--- src/rtl/binary_scan_encoder.sv ---
// Multi-hot to binary index scanner: emits the index of every set bit of an
// accepted vector, lowest index first, one code per output handshake.
module binary_scan_encoder #(
  parameter int unsigned IN_W  = 4,
  parameter int unsigned OUT_W = 2
) (
  input  logic             clk,
  input  logic             reset,
  input  logic [IN_W-1:0]  in_vec,
  input  logic             in_valid,
  output logic             in_ready,
  output logic [OUT_W-1:0] out_code,
  output logic             out_valid,
  input  logic             out_ready,
  output logic             out_last,
  output logic             zero_det
);

  typedef enum logic {IDLE = 1'b0, SCAN = 1'b1} state_t;

  state_t           state, state_n;
  logic [IN_W-1:0]  pend, pend_n;
  logic             in_ready_n, out_valid_n, out_last_n, zero_det_n;
  logic [OUT_W-1:0] out_code_n;

  // Index of the lowest set bit; 0 for an empty vector.
  function automatic logic [OUT_W-1:0] lowest_idx(input logic [IN_W-1:0] v);
    logic [OUT_W-1:0] idx;
    idx = '0;
    for (int i = int'(IN_W) - 1; i >= 0; i--) begin
      if (v[i]) idx = OUT_W'(i);
    end
    return idx;
  endfunction

  always_ff @(posedge clk or posedge reset) begin
    if (reset) begin
      state     <= IDLE;
      pend      <= '0;
      in_ready  <= 1'b0;
      out_valid <= 1'b0;
      out_code  <= '0;
      out_last  <= 1'b0;
      zero_det  <= 1'b0;
    end else begin
      state     <= state_n;
      pend      <= pend_n;
      in_ready  <= in_ready_n;
      out_valid <= out_valid_n;
      out_code  <= out_code_n;
      out_last  <= out_last_n;
      zero_det  <= zero_det_n;
    end
  end

  // Next state plus the registered-output values that follow from it.
  always_comb begin
    state_n    = state;
    pend_n     = pend;
    zero_det_n = 1'b0;

    case (state)
      IDLE: begin
        if (in_valid && in_ready) begin
          if (in_vec != '0) begin
            pend_n  = in_vec;
            state_n = SCAN;
          end else begin
            zero_det_n = 1'b1;
          end
        end
      end
      SCAN: begin
        if (out_valid && out_ready) begin
          // Clearing the lowest set bit retires exactly the code being emitted.
          pend_n = pend & (pend - IN_W'(1));
          if (out_last) state_n = IDLE;
        end
      end
      default: state_n = IDLE;
    endcase

    in_ready_n  = (state_n == IDLE);
    out_valid_n = (state_n == SCAN);
    out_code_n  = (state_n == SCAN) ? lowest_idx(pend_n) : '0;
    out_last_n  = (state_n == SCAN) && (pend_n != '0) &&
                  ((pend_n & (pend_n - IN_W'(1))) == '0);
  end

endmodule
--- config.mk ---
export PLATFORM = sky130hd
export DESIGN_NAME = binary_scan_encoder
export DESIGN_NICKNAME = d
export VERILOG_FILES = /design/src/rtl/binary_scan_encoder.sv
export SDC_FILE = /design/constraint.sdc
export NUM_CORES = 1
export LEC_CHECK = 0
export BUFFER_PORTS_ARGS = -buffer_cell sky130_fd_sc_hd__buf_2
export CORE_AREA = 2 2 39 41
export DETAILED_ROUTE_END_ITERATION = 10
export DIE_AREA = 0 0 41 43
export HOLD_SLACK_MARGIN = 0.12
export PLACE_DENSITY_LB_ADDON = 0.08
export SLEW_MARGIN = 10
export SYNTH_ARGS = -nofsm -noshare
export SYNTH_HDL_FRONTEND = slang
export SYNTH_SLANG_ARGS = --single-unit
--- constraint.sdc ---
create_clock -name clk -period 2.3 [get_ports clk]
set_input_delay 0.115 -clock clk [delete_from_list [all_inputs] [get_ports clk]]
set_output_delay 0.115 -clock clk [all_outputs]
set_load 0.005 [all_outputs]
==> results of run 1 <==
[timing repair]
| action | in CTS | in global routing |
|---|---|---|
| endpoints found under the hold margin | 10 | 0 |
| buffers inserted | 0 | 0 |
| hold buffers | 1 | 0 |
| gates resized for setup | 0 | 0 |
[metal layers]
metal,track usage [%],up-vias,wire length [um]
li1,-,196,-
met1,17.6,196,429
met2,20.3,9,466
met3,5.24,2,64
met4,6.00,0,9
met5,0,-,0
[metrics by stage]
stage | cells | power, mW | util (%) | hold slack [ns] | instance area (um^2)
4_1_cts | 79 | 0.759 | 43.9 | 0.167 | 607
5_1_grt | 79 | 0.822 | 43.9 | 0.174 | 607
3_5_place_dp | 74 | 0.602 | 40.5 | 0.110 | 561
6_report | 79 | 0.749 | 43.9 | 0.177 | 607
3_3_place_gp | 74 | 0.607 | 40.5 | 0.108 | 561
2_1_floorplan | 45 | 0.507 | - | -0.0448 | 475
[power by group through the flow]
stage               Combinational, mW  Sequential [mW]  Clock, mW
finish                          0.298            0.297      0.154
global route                    0.344            0.308      0.169
CTS                             0.303            0.298      0.158
detailed placement              0.301            0.301          0
global placement                0.306            0.301          0
floorplan                       0.215            0.293          0
[Yosys cell counts, drive strengths merged]
cell type / instances / share of area [%]
a21oi: 1 / 1.1
a22o: 1 / 2.1
a31o: 1 / 3.7
a31oi: 1 / 1.3
a32oi: 2 / 3.7
and2b: 1 / 1.8
and3b: 1 / 1.8
clkinv: 1 / 0.79
dfrtp: 10 / 53
inv: 4 / 3.2
nand2: 7 / 6.1
nand2b: 1 / 1.3
nand3: 5 / 6.3
nand3b: 1 / 1.6
nor2: 1 / 0.79
nor3: 1 / 1.1
nor4b: 1 / 1.8
o21a: 1 / 1.6
o22a: 1 / 1.8
o22ai: 1 / 1.3
or4: 1 / 2.4
xor2: 1 / 1.8
[cells in the final DEF (no fill, tap or decap)]
| cell type | n |
|---|---|
| dlygate4sd3_1 | 1 |
| nor4b_1 | 1 |
| o22a_1 | 1 |
| dfrtp_1 | 10 |
| buf_2 | 13 |
| nand3_2 | 1 |
| a32oi_1 | 2 |
| clkbuf_8 | 1 |
| nand3b_1 | 1 |
| a31o_4 | 1 |
| a22o_2 | 1 |
| nor3_1 | 1 |
| nand2b_1 | 1 |
| clkinv_1 | 1 |
| clkbuf_4 | 3 |
| a31oi_1 | 1 |
| nor2_1 | 1 |
| o22ai_1 | 1 |
| xor2_1 | 1 |
| and3b_1 | 1 |
| o21a_1 | 1 |
| and2b_2 | 1 |
| a21oi_1 | 1 |
| or4_4 | 1 |
| nand3_1 | 4 |
| nand2_2 | 1 |
| nand2_1 | 6 |
| inv_1 | 4 |
[critical path, cell delays in order (launching register included)]
cell and delay (ns):
dfrtp_1 0.46, and3b_1 0.32, nand2_2 0.08, a22o_2 0.25, nor2_1 0.18, nand3_1 0.10, a31oi_1 0.17
[path summary, 6_finish.rpt]
check                      startpoint       end  cells after the start
min reg2reg                   pend[3]   pend[3]                      1
max reg2reg                     state  out_last                      6
max                             state  out_last                      6
min                         in_vec[2]   pend[2]                      2
max in group asynchronous       reset     state                      3
min in group asynchronous       reset  zero_det                      3
[logic make-up after synthesis]
| group | count (synthesis) | synth area share, % |
|---|---|---|
| xor+xnor | 1 | 1.84 |
| compound gates | 9 | 16.6 |
| buf+inv | 5 | 3.95 |
| simple gates | 20 | 25.0 |
| flops | 10 | 52.6 |
[flip-flops by register name (all words and copies together), names as in the netlist]
signal,count
pend,4
out_code,2
in_ready,1
out_last,1
state,1
zero_det,1
[final cells by class]
class                   instances  area [um^2]  area share (%)
well taps                      16         20.0            3.30
flip-flops and latches         10          250            41.2
multi-input cells              30          206            34.0
clock buffers                   4         36.3            5.98
inverters                       5         18.8            3.09
repair buffers                 14         75.1            12.4
==> metrics, run 1 <==
status finished, final reports clean; worst min path class primary input to register; register bit total from synthesis 10; crit-path max FO 9; worst rel slew slack 75.5%; first-pass GRT wire length 1620 um; Synth-to-Final Area Change 27.6%; Slew @ Worst Pin 0.368 ns; DRC viols 0; P_sw 277 uW; Pre-antenna DRT Iters 3; clk sink count 10; H-tree depth 1; Die ar. 1760 um^2; final worst clock skew 0.00526 ns; WL final 969 um; Core Box Area 1380 um^2; Worst Path Required 2.48 ns; GR Overflow Total 0; vias per cell 5.10; yosys warns 0; Mapped Area 475 um^2; DR vias 403; PwrDens 1230 nW/um^2; synthesized netlist net count 53; register area share after synthesis 52.6%; die span in y 43 um; IO buf count 13; Pleak 0.315 nW; Peak Freq 608 MHz; Post-Syn Instances 45; Final Hold Viols 0; minimum clock period after layout 1.65 ns; Diodes inserted 0; combinational fraction of design power 39.8%; DR iter-0 viols 6; library cells used by synthesis 24; largest net degree at the start of global routing 11; GR Util All Layers 13.9%; crit start category register; Reg clk slew, reported paths 0.07 ns; Crit Path Category register to register; Root Buffer Master clkbuf_4; RSZ-0062 raised after global routing false; Internal Power 472 uW; Mean Syn Cell Area 10.6 um^2; Row Count 14; nets 72; setup violators final 0; Final Wtd Congestion 0.676; final max-slew violation count 0; internal reg-to-reg setup slack 0.65 ns; Longest Clk Path Bufs 2; antenna violations before repair 0; Fillers 146; Worst VDD drop 464 uV; Crit path arrival time 1.82 ns; Sequential Power Share 39.7%; CTS tree built; layout cells sized above 1 36.5%; fin crit share 71.6%; Die X 41 um; CTS Buf Count 3; Top Ports 14; crit end category register; Detail Placement HPWL 787 um; max cap viols 0; setup TNS 0 ns; clk_lat worst skew 0.26 ns; fin worst setup slack 0.654 ns; Wirelength per Cell 12.3 um; Initial Util 34.4%; post-place setup slack 0.654 ns; Sw Ratio 37.0%; Clk pwr share 20.5%; vias in the first global route 382; post-route ant nets 0
No activity file was read; power rests on OpenSTA's default activity.
==> run 2: changes to the inputs <==
==> constraint.sdc (replaced) <==
create_clock -name clk -period 1.4 [get_ports clk]
set_input_delay 0.07 -clock clk [delete_from_list [all_inputs] [get_ports clk]]
set_output_delay 0.07 -clock clk [all_outputs]
set_load 0.005 [all_outputs]
==> run 2 against run 1 <==
Compared with the run above: die area unchanged; critical endpoint unchanged; final area up 25%; sequential power up 54%; the flow now finishes with violations (setup timing); combinational power rose to 2.9 times the previous value.
==> metrics, run 2 (same netlist as run 1, synthesis figures left out) <==
max reg flops 4; DR vias 468; worst min path class primary input to register; failing checks setup timing; Synth-to-Final Area Change 59.2%; Final Hold Slack 0.171 ns; DR iter-0 viols 7; antenna violations before repair 0; fin crit share 107%; IO buf count 13; CTS tree built; Pre-antenna DRT Iters 4; post-route ant nets 0; WHS Endpoint state; commonest non-fill, non-tap cells in the layout 15 x buf_4, 13 x buf_2, 9 x dfrtp_1; RSZ-0062 raised after global routing true; final instance area 757 um^2; WL final 1130 um; biggest regs pend: 4 flops, out_code: 2 flops; Core Box Area 1380 um^2; nets 88; Hold Path Origin out_ready; Sequential Power Share 29.8%; fin worst setup slack -0.0931 ns; Clk pwr share 13.1%; Crit Reg-Reg Endpoint out_last; Worst Path Required 1.58 ns; Wirelength per Cell 11.9 um; Slew @ Worst Pin 0.369 ns; setup violators final 2; PwrDens 2020 nW/um^2; crit-path max FO 4; clk_lat worst skew 0.26 ns; total power 1.53 mW; Worst Hold Path Cells 4; Die X 41 um; max cap viols 0; Crit Path Category register to register; first-pass GRT wire length 1720 um; Worst VDD drop 949 uV; GR Overflow Total 0; Reg clk slew, reported paths 0.06 ns; fin cells 95; Row Count 14; Biggest register pend; worst rel slew slack 75.4%; vias in the first global route 453; crit-path cells and3b_2 > buf_4 > a22o_4 > nor2_4 > nand3_1 > a31oi_1; H-tree depth 1; Finished Core Util 54.7%; Sw Ratio 35.9%; vias per cell 4.93; layout cells sized above 1 55.7%; final worst clock skew 0.00741 ns; Pleak 0.400 nW; crit start category register; Peak Freq 670 MHz; placed insts 88; minimum clock period after layout 1.49 ns; combinational fraction of design power 57.1%; setup TNS -0.106 ns; Internal Power 981 uW; placed inst area 677 um^2; post-place setup slack -0.129 ns; reg-to-reg startpoint state; internal reg-to-reg setup slack -0.09 ns; slowest stage delay, CP 0.38 ns; CTS Buf Count 3; Longest Clk Path Bufs 2; status complete, but fails checks; P_sw 549 uW; Top Ports 14; DRC viols 0; Final Wtd Congestion 0.672; most common cell after layout, fill and taps aside buf_4; crit end category register; Detail Placement HPWL 884 um; Initial Util 34.4%; Die ar. 1760 um^2; Max stage delay cell, worst path dfrtp_2; final max-slew violation count 0; GR Util All Layers 15.1%; Diodes inserted 0; die span in y 43 um; clk sink count 10; Root Buffer Master clkbuf_4; largest net degree at the start of global routing 11; Final Hold Viols 0; Crit path arrival time 1.68 ns; R2R cell count 6
run 2: power by group through the flow:
stage,Combinational (mW),Sequential (mW),Clock [mW]
finish,0.874,0.456,0.200
floorplan,0.370,0.490,0
detailed placement,0.762,0.460,0
CTS,0.878,0.458,0.209
global route,0.959,0.471,0.229
global placement,0.754,0.459,0
run 2: routing by layer:
layer | GRT usage (%) | vias up | share of wire (%)
met5 | 0 | - | 0
met4 | 10.0 | 0 | 0.53
met3 | 3.14 | 2 | 5.7
met2 | 23.8 | 11 | 50
met1 | 17.5 | 223 | 43
li1 | - | 232 | -
run 2: worst max-delay path by stage:
stage	from	to	slack (ns)	cells after the start
floorplan	state	out_last	-0.03	6
global placement	in_vec[0]	out_last	-0.11	8
global route	in_ready	out_last	-0.17	6
finish	state	out_last	-0.09	6
detailed placement	pend[1]	out_last	-0.13	6
CTS	pend[0]	out_last	-0.09	6
run 2: what timing repair did:
action / 4_1_cts / 5_1_grt
gates resized for setup: 5 / 0
pin swaps: 4 / 2
hold endpoints to repair: 10 / 0
setup buffers: 2 / 0
hold buffers: 1 / 0
setup endpoints to repair: 3 / 4
run 2: critical path: cells and delay by family, from the launching register on:
family | cells | cell delay (ns)
and+or+nand+nor | 3 | 0.43
AOI/OAI and AO/OA | 2 | 0.45
DFF | 1 | 0.38
buffers and inverters | 1 | 0.15
run 2: final cells by class:
cell class | instances | area (um^2)
timing repair buffer | 30 | 199
inverter | 5 | 18.8
tap | 16 | 20.0
clock buffer | 4 | 26.3
fill | 141 | 627
sequential | 10 | 251
multi-input combinational | 30 | 241
==> run 3: changes to the inputs <==
--- a/config.mk
+++ b/config.mk
@@ -6,9 +6,11 @@
 export NUM_CORES = 1
 export LEC_CHECK = 0
 export BUFFER_PORTS_ARGS = -buffer_cell sky130_fd_sc_hd__buf_2
-export CORE_AREA = 2 2 39 41
+export CELL_PAD_IN_SITES_DETAIL_PLACEMENT = 2
+export CELL_PAD_IN_SITES_GLOBAL_PLACEMENT = 2
+export CORE_MARGIN = 2
+export CORE_UTILIZATION = 26
 export DETAILED_ROUTE_END_ITERATION = 10
-export DIE_AREA = 0 0 41 43
 export HOLD_SLACK_MARGIN = 0.12
 export PLACE_DENSITY_LB_ADDON = 0.08
 export SLEW_MARGIN = 10
==> run 3 against run 2 <==
Compared with the run above: the flow still finishes with violations (setup timing); die area up 24%; sequential power rose by 2%; first-iteration DRC count is 43% higher; final cell count increased by 13%; power rose by 8.0%; maximum frequency fell by 3.5%; final area rose by 5.3%; sequential share of layout area is 1.7 points lower; count of clock-buffer cells in the layout is the same; critical endpoint unchanged; largest cell class unchanged.
==> metrics, run 3 (same netlist as run 1, synthesis figures left out) <==
status complete, but fails checks; failing checks setup timing; DR vias 498; setup TNS -0.287 ns; first-pass GRT wire length 2530 um; Root Buffer Master clkbuf_4; R2R cell count 6; Slew @ Worst Pin 0.404 ns; fin worst setup slack -0.147 ns; reg-to-reg startpoint pend[0]; Longest Clk Path Bufs 2; CTS tree built; worst min path class primary input to register; crit-path cells nand3b_1 > o21a_1 > a22o_4 > xor2_1 > nand3_1 > a31oi_1; layout cells sized above 1 57.3%; most common cell after layout, fill and taps aside buf_4; crit start category register; Core Box Area 1730 um^2; Detail Placement HPWL 1260 um; Initial Util 27.5%; nets 91; vias in the first global route 565; Reg clk slew, reported paths 0.07 ns; antenna violations before repair 0; Peak Freq 646 MHz; Final Wtd Congestion 0.769; Hold Path Origin out_ready; Die X 46.8 um; largest net degree at the start of global routing 11; Worst VDD drop 780 uV; biggest regs pend: 4 flops, out_code: 2 flops; area of the multi-input gates 243 um^2; CTS Buf Count 3; Die ar. 2190 um^2; clk_lat worst skew 0.27 ns; Worst Hold Path Cells 4; GR Overflow Total 0; PwrDens 2070 nW/um^2; register area 251 um^2; placed insts 96; post-route ant nets 0; Fillers 197; setup violators final 3; Crit path arrival time 1.74 ns; DRC viols 0; H-tree depth 1; vias per cell 4.65; clk sink count 10; worst rel slew slack 73.0%; Max stage delay cell, worst path dfrtp_1; Crit Reg-Reg Endpoint out_last; Pre-antenna DRT Iters 4; Pleak 0.411 nW; max cap viols 0; Worst Path Required 1.59 ns; die span in y 46.8 um; Biggest register pend; Row Count 15; crit-path max FO 4; IO buf count 13; Final Hold Viols 0; DR iter-0 viols 10; fin cells 107; GR Util All Layers 17.5%; Top Ports 14; fin crit share 111%; slowest stage delay, CP 0.42 ns; internal reg-to-reg setup slack -0.15 ns; final max-slew violation count 0; commonest non-fill, non-tap cells in the layout 17 x buf_4, 13 x buf_2, 9 x dfrtp_1; Wirelength per Cell 14.7 um; minimum clock period after layout 1.55 ns; max reg flops 4; WL final 1580 um; crit end category register; WHS Endpoint state; Crit Path Category register to register; final worst clock skew 0.00842 ns; RSZ-0062 raised after global routing true; Synth-to-Final Area Change 67.6%; Diodes inserted 0
## run 3: cell count changes in the layout (fill, tap and decap cells not counted), sizes merged
cell | previous run | this run
buf | 29 | 31
dlygate4sd3 | 1 | 2
## run 3: stage by stage
stage	total power [mW]	hold slack, ns	utilization (%)	setup WS (ns)	area (um^2)
2_1_floorplan	0.860	-0.0899	-	-0.0345	487
3_3_place_gp	1.25	0.0696	39.4	-0.143	681
3_5_place_dp	1.28	0.0841	39.4	-0.191	681
4_1_cts	1.59	0.148	43.6	-0.160	752
5_1_grt	1.78	0.231	46.2	-0.230	797
6_report	1.65	0.204	46.2	-0.147	797
## run 3: power breakdown
part | switching, mW | internal, mW | total (mW)
sequential | 0.0704 | 0.396 | 0.466
clock | 0.100 | 0.110 | 0.210
combinational | 0.445 | 0.530 | 0.975
total | 0.615 | 1.04 | 1.65
## run 3: what timing repair did
action | 4_1_cts | 5_1_grt
cloned | 0 | 0
pin swaps | 3 | 1
setup buffers | 4 | 1
setup endpoints to repair | 4 | 4
hold buffers | 1 | 1
gates resized for setup | 2 | 6
endpoints found under the hold margin | 10 | 1
## run 3: worst max-delay path, delay by kind of cell, from the launching register on
| kind | cells | cell delay, ns |
|---|---|---|
| AOI/OAI and AO/OA | 3 | 0.57 |
| xor gates and xnor gates | 1 | 0.18 |
| DFF | 1 | 0.42 |
| and+or+nand+nor | 2 | 0.30 |
## run 3: final cells by class
| class | count | share of cell area (%) |
|---|---|---|
| clock buffer | 4 | 3.30 |
| inverter | 5 | 2.67 |
| multi-input combinational | 30 | 30.5 |
| sequential | 10 | 31.6 |
| tap | 25 | 3.92 |
| timing repair buffer | 33 | 28.1 |
## run 3: per-layer routing
metal  GRT usage, %  vias to the layer above  part of all wire, %
li1               -                      235                    -
met1           20.9                      248                   40
met2           30.1                       13                   54
met3           3.46                        2                  4.6
met4           8.33                        0                 0.89
met5              0                        -                    0
## run 3: how the worst max path moves through the flow
| stage | slack (ns) | from | endpoint |
|---|---|---|---|
| final | -0.15 | pend[0] | out_last |
| after detailed placement | -0.19 | in_vec[0] | out_last |
| after CTS | -0.16 | state | out_last |
| after global placement | -0.14 | in_vec[0] | out_last |
| after floorplan | -0.03 | state | out_last |
| after global routing | -0.23 | pend[0] | out_last |
